**src/rtl/as_uart_pkg.sv**
```systemverilog
// as_uart shared definitions: FSM encodings and frame geometry.
package as_uart_pkg;

    localparam int OVERSAMPLE = 16;
    localparam int MID_SAMPLE = 8;
    localparam int DATA_BITS  = 8;

    typedef enum logic [2:0] {
        RX_IDLE,
        RX_START,
        RX_DATA,
        RX_STOP,
        RX_BREAK
    } rx_state_e;

    typedef enum logic [1:0] {
        TX_IDLE,
        TX_START,
        TX_DATA,
        TX_STOP
    } tx_state_e;

endpackage

```
**src/rtl/as_uart_rx.sv**
```systemverilog
// as_uart receiver: synchroniser, 16x oversampled 8N1 deframer and
// single-byte holding register feeding the AS handshake.
module as_uart_rx
    import as_uart_pkg::*;
#(
    parameter int BAUD_DIV  = 27,
    parameter int DIV_WIDTH = 16
) (
    input  logic       clk,
    input  logic       reset,
    input  logic       rx_i,
    output logic [7:0] as_data_o,
    output logic       as_dstrb_o,
    input  logic       as_busy_i,
    output logic       rx_frame_err_o,
    output logic       rx_overflow_o
);

    localparam logic [DIV_WIDTH-1:0] DIV_LAST = DIV_WIDTH'(BAUD_DIV - 1);

    rx_state_e            state_q, state_d;
    logic [1:0]           sync_q;
    logic [DIV_WIDTH-1:0] div_q, div_d;
    logic [3:0]           sub_q, sub_d;
    logic [2:0]           bit_q, bit_d;
    logic [7:0]           shift_q, shift_d;
    logic [7:0]           data_q, data_d;
    logic                 dstrb_q, dstrb_d;
    logic                 ferr_q, ferr_d;
    logic                 ovf_q, ovf_d;
    logic                 rxs, tick, deliver, xfer;

    assign rxs  = sync_q[1];
    assign tick = (div_q == DIV_LAST);
    assign xfer = dstrb_q & ~as_busy_i;

    always_ff @(posedge clk) begin
        if (reset) begin
            state_q <= RX_IDLE;
            sync_q  <= 2'b11;
            div_q   <= '0;
            sub_q   <= '0;
            bit_q   <= '0;
            shift_q <= '0;
            data_q  <= '0;
            dstrb_q <= 1'b0;
            ferr_q  <= 1'b0;
            ovf_q   <= 1'b0;
        end else begin
            state_q <= state_d;
            sync_q  <= {sync_q[0], rx_i};
            div_q   <= div_d;
            sub_q   <= sub_d;
            bit_q   <= bit_d;
            shift_q <= shift_d;
            data_q  <= data_d;
            dstrb_q <= dstrb_d;
            ferr_q  <= ferr_d;
            ovf_q   <= ovf_d;
        end
    end

    always_comb begin
        state_d = state_q;
        div_d   = tick ? '0 : div_q + 1'b1;
        sub_d   = tick ? sub_q + 1'b1 : sub_q;
        bit_d   = bit_q;
        shift_d = shift_q;
        deliver = 1'b0;
        ferr_d  = 1'b0;
        unique case (state_q)
            RX_IDLE: begin
                div_d = '0;
                sub_d = '0;
                if (!rxs) state_d = RX_START;
            end
            RX_START: begin
                if (tick && sub_q == 4'(MID_SAMPLE - 1)) begin
                    sub_d   = '0;
                    bit_d   = '0;
                    state_d = rxs ? RX_IDLE : RX_DATA;
                end
            end
            RX_DATA: begin
                if (tick && sub_q == 4'(OVERSAMPLE - 1)) begin
                    shift_d = {rxs, shift_q[7:1]};
                    bit_d   = bit_q + 1'b1;
                    if (bit_q == 3'(DATA_BITS - 1)) state_d = RX_STOP;
                end
            end
            RX_STOP: begin
                if (tick && sub_q == 4'(OVERSAMPLE - 1)) begin
                    deliver = rxs;
                    ferr_d  = ~rxs;
                    state_d = rxs ? RX_IDLE : RX_BREAK;
                end
            end
            RX_BREAK: begin
                div_d = '0;
                sub_d = '0;
                if (rxs) state_d = RX_IDLE;
            end
            default: state_d = RX_IDLE;
        endcase
    end

    // a delivery may reuse the slot in the same cycle it is drained
    always_comb begin
        data_d  = data_q;
        dstrb_d = dstrb_q & ~xfer;
        ovf_d   = 1'b0;
        if (deliver) begin
            if (!dstrb_q || xfer) begin
                data_d  = shift_q;
                dstrb_d = 1'b1;
            end else begin
                ovf_d = 1'b1;
            end
        end
    end

    assign as_data_o      = data_q;
    assign as_dstrb_o     = dstrb_q;
    assign rx_frame_err_o = ferr_q;
    assign rx_overflow_o  = ovf_q;

endmodule

```
**src/rtl/as_uart.sv**
```systemverilog
// as_uart top: 8N1 transceiver bridging a serial line to the AS
// byte-stream handshake; transmitter lives here, receiver in as_uart_rx.
module as_uart
    import as_uart_pkg::*;
#(
    parameter int BAUD_DIV  = 27,
    parameter int DIV_WIDTH = 16
) (
    input  logic       clk,
    input  logic       reset,
    input  logic       rx_i,
    output logic       tx_o,
    output logic [7:0] as_data_o,
    output logic       as_dstrb_o,
    input  logic       as_busy_i,
    input  logic [7:0] as_data_i,
    input  logic       as_dstrb_i,
    output logic       as_busy_o,
    output logic       rx_frame_err_o,
    output logic       rx_overflow_o
);

    localparam logic [DIV_WIDTH-1:0] DIV_LAST = DIV_WIDTH'(BAUD_DIV - 1);

    tx_state_e            state_q, state_d;
    logic [DIV_WIDTH-1:0] div_q, div_d;
    logic [3:0]           sub_q, sub_d;
    logic [2:0]           bit_q, bit_d;
    logic [7:0]           shift_q, shift_d;
    logic                 tx_q, tx_d;
    logic                 busy_q, busy_d;
    logic                 tick, bit_end, accept;

    as_uart_rx #(
        .BAUD_DIV  (BAUD_DIV),
        .DIV_WIDTH (DIV_WIDTH)
    ) u_rx (
        .clk            (clk),
        .reset          (reset),
        .rx_i           (rx_i),
        .as_data_o      (as_data_o),
        .as_dstrb_o     (as_dstrb_o),
        .as_busy_i      (as_busy_i),
        .rx_frame_err_o (rx_frame_err_o),
        .rx_overflow_o  (rx_overflow_o)
    );

    assign tick    = (div_q == DIV_LAST);
    assign bit_end = tick && (sub_q == 4'(OVERSAMPLE - 1));
    assign accept  = as_dstrb_i & ~busy_q;

    always_ff @(posedge clk) begin
        if (reset) begin
            state_q <= TX_IDLE;
            div_q   <= '0;
            sub_q   <= '0;
            bit_q   <= '0;
            shift_q <= '0;
            tx_q    <= 1'b1;
            busy_q  <= 1'b0;
        end else begin
            state_q <= state_d;
            div_q   <= div_d;
            sub_q   <= sub_d;
            bit_q   <= bit_d;
            shift_q <= shift_d;
            tx_q    <= tx_d;
            busy_q  <= busy_d;
        end
    end

    always_comb begin
        state_d = state_q;
        div_d   = tick ? '0 : div_q + 1'b1;
        sub_d   = tick ? sub_q + 1'b1 : sub_q;
        bit_d   = bit_q;
        shift_d = shift_q;
        tx_d    = tx_q;
        unique case (state_q)
            TX_IDLE: begin
                div_d = '0;
                sub_d = '0;
                tx_d  = 1'b1;
                if (accept) begin
                    shift_d = as_data_i;
                    bit_d   = '0;
                    tx_d    = 1'b0;
                    state_d = TX_START;
                end
            end
            TX_START: begin
                if (bit_end) begin
                    tx_d    = shift_q[0];
                    state_d = TX_DATA;
                end
            end
            TX_DATA: begin
                if (bit_end) begin
                    shift_d = {1'b0, shift_q[7:1]};
                    bit_d   = bit_q + 1'b1;
                    tx_d    = shift_q[1];
                    if (bit_q == 3'(DATA_BITS - 1)) begin
                        tx_d    = 1'b1;
                        state_d = TX_STOP;
                    end
                end
            end
            TX_STOP: begin
                if (bit_end) state_d = TX_IDLE;
            end
            default: state_d = TX_IDLE;
        endcase
        busy_d = (state_d != TX_IDLE);
    end

    assign tx_o      = tx_q;
    assign as_busy_o = busy_q;

endmodule

```
**config.mk**
```make
export PLATFORM = sky130hd
export DESIGN_NAME = as_uart
export DESIGN_NICKNAME = d
export VERILOG_FILES = /design/src/rtl/as_uart_pkg.sv /design/src/rtl/as_uart_rx.sv /design/src/rtl/as_uart.sv
export SDC_FILE = /design/constraint.sdc
export NUM_CORES = 1
export LEC_CHECK = 0
export ABC_AREA = 0
export CORE_MARGIN = 4
export CORE_UTILIZATION = 25
export CTS_CLUSTER_SIZE = 10
export DETAILED_ROUTE_END_ITERATION = 7
export PLACE_DENSITY = 0.45
export SYNTH_ARGS = -nofsm -noshare
export SYNTH_HDL_FRONTEND = slang
export SYNTH_HIERARCHICAL = 1
export SYNTH_SLANG_ARGS = --single-unit
```
**constraint.sdc**
```tcl
create_clock -name clk -period 5.88 [get_ports clk]
set_clock_uncertainty 0.1 [all_clocks]
set_input_delay 0.588 -clock clk [delete_from_list [all_inputs] [get_ports clk]]
set_output_delay 0.588 -clock clk [all_outputs]
set_load 0.005 [all_outputs]
```
# Word-level counts from Yosys, hierarchy flattened
# Index checks and enable logic that the tools add are counted.
# Widths: inputs -> output; s select.
[totals]
regBits = 82
in_bits = 13
output_inout_bits = 13
word_cells = 116
[op_classes]
addsub = 6
eq_ne = 23
mux = 37
bitwise = 10
n_reduce_logical = 23
[op_table]
columns = ["operator", "count"]
rows = [
  ["$mux 3", 11],
  ["$add 16x1->16 const B", 2],
  ["$eq 16x5->1 const B", 2],
  ["$mux 8", 2],
  ["$pmux 8 s2", 1],
  ["$pmux 3 s5", 1],
  ["$mux 2", 6],
  ["$pmux 3 s2", 2],
  ["$ne 2x1->1 const B", 5],
  ["$eq 3x3->1 const B", 3],
  ["$mux 1", 9],
  ["$reduce_and 3->1", 3],
  ["$add 4x1->4 const B", 2],
  ["$eq 4x4->1 const B", 2],
  ["$mux 4", 2],
  ["$ne 2x2->1 const B", 4],
  ["$pmux 2 s4", 1],
  ["$pmux 4 s2", 1],
  ["$not 1->1", 7],
  ["$add 3x1->3 const B", 2],
  ["$eq 3x2->1 const B", 2],
  ["$reduce_and 6->1", 1],
  ["$reduce_bool 2->1", 3],
  ["$reduce_or 2->1", 3],
  ["15 further kinds", 22],
]

# Depth between registers and ports, before layout
# Gate-level depths: netlist of run 1.
[depth]
word_depth = 6
mapped_depth = 9
ltp_nobuf = 7

# Modules after synthesis
# The synthesis of run 1 kept the hierarchy.
[modules_own_cells]
columns = ["module", "instances", "cells_per_inst", "area_per_inst_um2", "seq_area_each_um2"]
rows = [
  ["as_uart_rx", 1, 215, 2064.5, 940.9],
  ["as_uart", 1, 200, 1759.2, 700.7],
]

# Worst setup path before layout of run 1
# Ideal clock, no wire load.
[synth_timing]
path_kind = "register to register"
from = "reg div_q[0] (netlist name)"
to = "reg div_q[3] (netlist name)"
setup_time_ns = 0.064
t_arrival_ns = 1.784
required_ns = 5.716
path_slack_ns = 3.932
stages_incl_launch_ff = 10
path_buffers = 3
synth_period_minus_slack_ns = 1.948
cell_sequence = "dfxtp_1 -> inv_1 -> ha_1 -> and3_1 -> and4_1 -> buf_6 -> or3_1 -> buf_2 -> buf_2 -> nor2_1"

==> results of run 1 <==
## routing by layer
metal,track usage [%],up-vias
li1,-,1485
met1,11.0,1323
met2,14.4,31
met3,2.64,11
met4,3.15,0
met5,0,-
## state kept, by name, indices dropped and copies added, names as in the netlist
name,count
u_rx/bit_q,3
sub_q,4
div_q,16
as_busy_o,1
u_rx/div_q,16
state_q,2
u_rx/rx_frame_err_o,1
u_rx/sub_q,4
shift_q,8
u_rx/as_data_o,8
u_rx/as_dstrb_o,1
u_rx/sync_q,2
bit_q,3
u_rx/state_q,3
u_rx/rx_overflow_o,1
tx_o,1
u_rx/shift_q,8
## Yosys cell counts, types with 3 or more instances
library cell	number	area (µm²)
dfxtp_1	82	1640
nor2_1	82	308
mux2i_1	20	200
nand2_1	20	75.1
nand3_1	18	90.1
xor2_1	18	158
a21oi_1	15	75.1
ha_1	14	175
xnor2_1	14	123
nor3_1	13	65.1
clkbuf_1	12	45.0
inv_1	11	41.3
nand4_1	9	56.3
o21ai_0	9	45.0
nand2b_1	8	50.1
o221a_2	7	78.8
or3_1	7	43.8
and4_1	5	43.8
nor4_1	5	31.3
nor4_4	4	85.1
a211oi_1	3	22.5
and3_1	3	18.8
buf_6	3	33.8
nor2b_1	3	18.8
or2_2	3	18.8
## cell usage in the layout, fill, tap and decap left out, types with 2 or more instances in the layout
master,count
a21oi_1,15
nor4_1,5
ha_1,14
nor3b_1,2
clkdlybuf4s50_1,24
nor2b_1,3
o221a_2,7
xor2_1,18
clkbuf_16,9
and4_1,5
mux2i_1,20
nand3_1,18
dfxtp_1,82
nand2b_1,8
nor3_4,2
and3_1,3
or3_1,7
nand2_1,20
nor2_1,82
or2_2,3
a31oi_1,2
o21ai_0,9
nor3_1,13
nand4_1,9
nand4_4,2
inv_1,11
xnor2_1,14
a211oi_1,3
nor4_4,4
clkinvlp_4,3
inv_6,2
o32ai_1,2
## layout make-up
| type | count | area (µm²) | share of cell area [%] |
|---|---|---|---|
| repair buffers | 26 | 253 | 5.61 |
| clock buffers | 10 | 239 | 5.31 |
| inverters | 11 | 41.3 | 0.917 |
| multi-input cells | 304 | 2050 | 45.5 |
| well taps | 184 | 230 | 5.11 |
| clock inverters | 6 | 48.8 | 1.08 |
| flip-flops and latches | 82 | 1640 | 36.5 |
## logic make-up after synthesis
kind of cell               count (synthesis)  synth area share, %
buffers and inverters                     29                 3.50
AOI/OAI and AO/OA                         45                 8.61
xor gates and xnor gates                  32                 7.33
DFF                                       82                 42.9
adders and majority gates                 14                 4.58
and+or+nand+nor                          193                 27.8
muxes                                     20                 5.24
## worst max-delay path, stage by stage, from the launching register on
cell and delay [ps]:
dfxtp_1 350, nor4_1 380, and4_1 560, a21boi_4 110, a211oi_4 440, o221a_2 270
## final timing paths
kind / to / slack, ps / cells past startpoint
worst max-delay path: shift_q[1] / 3610 / 5
worst min-delay path: u_rx/sync_q[1] / 320 / 1
worst max register to register: shift_q[1] / 3610 / 5
worst min register to register: u_rx/sync_q[1] / 320 / 1
## through the flow
step	util (%)	power, W
3_5_place_dp	28.6	0.000666
6_report	30.5	0.00118
3_3_place_gp	28.6	0.000664
2_1_floorplan	-	0.000641
4_1_cts	30.5	0.00121
5_1_grt	30.5	0.00124
## power by group
part	total (W)	switching (W)	internal, W
logic	0.0000745	0.0000418	0.0000327
registers	0.000578	0.00000967	0.000568
clock network	0.000532	0.000231	0.000301
total	0.00118	0.000282	0.000902
==> impl_metrics.csv, run 1 <==
group,metric,value,unit
run_status,outcome,"finished, final reports clean",
yosys,yosysWarningCount,6,
timing,slew_violations,0,
yosys,synth_edf_count,0,
power_and_ir_drop,ir_drop,0.112,mV
timing,hold_viol,0,
grt,grt_pass1_vias,2783,
timing,rsz0062_at_grt,"no",
setup_path,r2r-start,"div_q[5]",
timing,fmax,0.440,GHz
routing,dr_wl_met3,202,µm
clock_network,cts-root-buf,"clkbuf_16",
grt,grt.total_usage,8.80,%
floorplan,io_pins,26,
power_and_ir_drop,p_leak,1.57,nW
placement,place.gp.congestion,0.694,
clock_network,cts_buffers,9,
setup_path,worstPathRequired,6060,ps
routing,wirelength,7230,µm
timing,setup_slack,3610,ps
grt,grt_max_degree,53,
hold_path,hp-class,"reg2reg",
floorplan,rows,44,
floorplan,dieArea,17300,µm²
routing,drtAntennaViolNets,0,
power_and_ir_drop,power_density,263,nW/µm²
finish,instances_no_fill,623,
timing,hold_ws,315,ps
placement,dp_hpwl,4940,µm
floorplan,die_x,132,µm
finish,fillers,1559,
clock_network,insertion_delay,330,ps
clock_network,cts_tree,"yes",
finish,drive_gt1_share,9.34,%
clock_network,post_cts_buffers,0,
routing,drcViolationCount,0,
routing,wl_met1,3520,µm
yosys,async_flop_share,0,%
clock_network,path_clk_slew,60,ps
timing,finalCritPeriodShare,38.6,%
routing,avgViaCountPerCell,4.57,
timing,finalSetupViolCount,0,
setup_path,critical_path.startpoint,"div_q[5]",
yosys,synth_fp_nets,442,
finish,diodes,0,
clock_network,cts_hold_repair.buffers,0,
timing,fin_tns_setup,0,ps
floorplan,start_util,25.9,%
setup_path,critPathArrivalTime,2450,ps
grt,grt_pass1_wl,12900,µm
routing,routedWlPerCell,11.6,µm
placement,dpl_worst_slack,3560,ps
floorplan,die_y,132,µm
yosys,ys_seq_area_share,42.9,%
floorplan,core,14800,µm²
clock_network,htree_levels,3,
run,drv_cap,0,
placement,portBuffers,25,
yosys,synth_cell_types,46,
routing,first_iter_violations,136,
yosys,synth_flop_cell,"dfxtp_1",
finish,design_area,4500,µm²
routing,wl_met2,3410,µm
finish,layout-area-overhead-vs-synth,17.7,%
yosys,avgSynthCellArea,9.21,µm²
timing,worstMarginPinSlew,555,ps
placement,place_area,4210,µm²
clock_network,numClockSinks,82,
clock_network,clk_path_buf_depth,2,
clock_network,cts-resized-gates,0,
yosys,postSynthCellCount,415,
yosys,synthesis.area,3820,µm²
setup_path,crit_fanout,10,
timing,slew_headroom,62.0,%
setup_path,critPathCaptureType,"flip-flop",
routing,firstDrtPassIters,4,
routing,highest_layer,"met4",
finish,nNetsFinal,461,
placement,placed_cells,607,
routing,vias,2850,
hold_path,hold_path_startpoint,"u_rx/sync_q[0]",
yosys,ys_ff_latch,82,
setup_path,crit_path_start_kind,"flip-flop",
timing,fin_crit,2270,ps
grt,antenna_found_initial,0,
grt,grt_remaining_overflow,0,
setup_path,path_class,"reg2reg",
Note: power is estimated with default switching activity, not from simulation.
==> inputs of run 2 (changes only) <==
--- a/config.mk
+++ b/config.mk
@@ -10,7 +10,7 @@
 export CORE_UTILIZATION = 25
 export CTS_CLUSTER_SIZE = 10
 export DETAILED_ROUTE_END_ITERATION = 7
-export PLACE_DENSITY = 0.45
+export PLACE_DENSITY = 0.47
 export SYNTH_ARGS = -nofsm -noshare
 export SYNTH_HDL_FRONTEND = slang
 export SYNTH_HIERARCHICAL = 1
==> constraint.sdc (replaced) <==
create_clock -name clk -period 1.85 [get_ports clk]
set_clock_uncertainty 0.1 [all_clocks]
set_input_delay 0.185 -clock clk [delete_from_list [all_inputs] [get_ports clk]]
set_output_delay 0.185 -clock clk [all_outputs]
set_load 0.005 [all_outputs]
==> impl_metrics.csv, run 2 (same netlist as run 1, synthesis figures left out) <==
group,metric,value,unit
routing,drtAntennaViolNets,0,
timing,setup_slack,-1.45,ps
floorplan,core,14800,µm²
placement,place.gp.congestion,0.769,
setup_path,cpPeakStageDelay,390,ps
grt,grt.total_usage,9.47,%
hold_path,hp-class,"in2reg",
finish,layout-area-overhead-vs-synth,30.5,%
clock_network,cts_tree,"yes",
clock_network,htree_levels,3,
clock_network,cts_buffers,9,
timing,fmax,0.540,GHz
routing,avgViaCountPerCell,4.48,
finish,diodes,0,
routing,firstDrtPassIters,4,
finish,drive_gt1_share,23.1,%
clock_network,insertion_delay,340,ps
finish,final_util,33.8,%
timing,hold_ws,39.7,ps
run_status,outcome,"finished, violations left",
grt,grt_remaining_overflow,0,
timing,finalSetupViolCount,1,
clock_network,cts-root-buf,"clkbuf_16",
timing,slew_headroom,71.7,%
power_and_ir_drop,ir_drop,0.388,mV
finish,nNetsFinal,511,
clock_network,numClockSinks,82,
timing,slew_violations,0,
grt,grt_pass1_vias,2940,
floorplan,rows,44,
finish,final_common_cell,"nor2_1",
routing,wirelength,7820,µm
setup_path,worstPathCellList,"inv_1 > ha_1 > and4b_2 > nand3_4 > nor4_4 > mux2i_1 > nor2_1",
floorplan,io_pins,26,
placement,portBuffers,25,
setup_path,path_class,"reg2reg",
routing,drcViolationCount,0,
power_and_ir_drop,p_leak,1.83,nW
floorplan,dieArea,17300,µm²
routing,vias,3012,
finish,mostFrequentLayoutCells,"nor2_1 (80), dfxtp_1 (76), buf_4 (47)",
timing,hold_viol,0,
timing,worstMarginPinSlew,424,ps
floorplan,start_util,25.9,%
setup_path,cp_slowest_cell,"nor4_4",
setup_path,critPathArrivalTime,1970,ps
grt,antenna_found_initial,0,
finish,reg_top3,"div_q: 16 flops, u_rx/div_q: 16 flops",
setup_path,crit_buf_inv,1,
setup_path,crit_fanout,8,
setup_path,path_delay_family,"simple AND/OR/NAND/NOR gates",
setup_path,critPathCaptureType,"flip-flop",
setup_path,crit_path_start_kind,"flip-flop",
power_and_ir_drop,power_density,771,nW/µm²
clock_network,path_clk_slew,60,ps
timing,rsz0062_at_grt,"yes",
run,drv_cap,0,
placement,dp_hpwl,5570,µm
grt,grt_max_degree,26,
routing,routedWlPerCell,11.6,µm
clock_network,clk_path_buf_depth,2,
run_status,violations,"setup timing",
floorplan,die_y,132,µm
setup_path,worstPathRequired,1970,ps
timing,fin_crit,1850,ps
grt,grt_pass1_wl,13900,µm
floorplan,die_x,132,µm
timing,finalCritPeriodShare,100,%
routing,first_iter_violations,103,
-- run 2: cell count changes in the layout (fill, tap and decap cells not counted), sizes merged --
cell / change
inv: +1
clkinvlp: -3
buf: +50
clkbuf: -1
clkinv: +3
-- run 2: repair_timing --
item                                   in CTS  in global routing
resized for setup                           4                 15
hold buffers                                0                  0
setup buffers                               0                  3
endpoints found under the hold margin       0                  0
pin swaps                                   1                 18
setup endpoints to repair                  31                 36
-- run 2: path summary, 6_finish.rpt --
check | depth (start not counted) | slack, ps | start | endpoint
worst max-delay path | 7 | -1 | u_rx/div_q[0] | u_rx/bit_q[0]
worst min-delay path | 2 | 40 | reset | u_rx/state_q[0]
worst max register to register | 7 | -1 | u_rx/div_q[0] | u_rx/bit_q[0]
worst min register to register | 1 | 330 | u_rx/sync_q[0] | u_rx/sync_q[1]
-- run 2: layout make-up --
cell class                      instances  area, µm²
Inverter                               11       41.3
Clock inverter                          7       61.3
Clock buffer                            9        225
Fill cell                            1511       9760
Tap cell                              184        230
Sequential cell                        82       1650
Timing Repair Buffer                   76        678
Multi-Input combinational cell        304       2110
-- run 2: per-stage QoR --
step | instance area, µm² | setup WS [ps] | instances | power, W | TNS [ps]
final | 4990 | -1.45 | 673 | 0.00385 | -1.45
after global routing | 4990 | -114 | 673 | 0.00406 | -1090
after CTS | 4920 | 8.36 | 670 | 0.00392 | 0
after detailed placement | 4630 | -85.6 | 654 | 0.00218 | -1060
after global placement | 4630 | -51.4 | 654 | 0.00218 | -269
after floorplan | 3850 | -26.1 | 415 | 0.00204 | -83.1
-- run 2: power breakdown --
| group | total (W) | internal, W | switching, W | leakage (nW) |
|---|---|---|---|---|
| registers | 0.00183 | 0.00181 | 0.0000269 | 0.667 |
| logic | 0.000315 | 0.000163 | 0.000151 | 1.02 |
| clock network | 0.00170 | 0.000933 | 0.000769 | 0.141 |
| total | 0.00385 | 0.00290 | 0.000947 | 1.83 |
-- run 2: metal layers --
layer	track usage (%)	vias up	routed length, µm
met5	0	-	0
met1	12.4	1383	3960
met3	2.98	11	238
met2	14.9	32	3530
li1	-	1586	-
met4	3.03	0	99
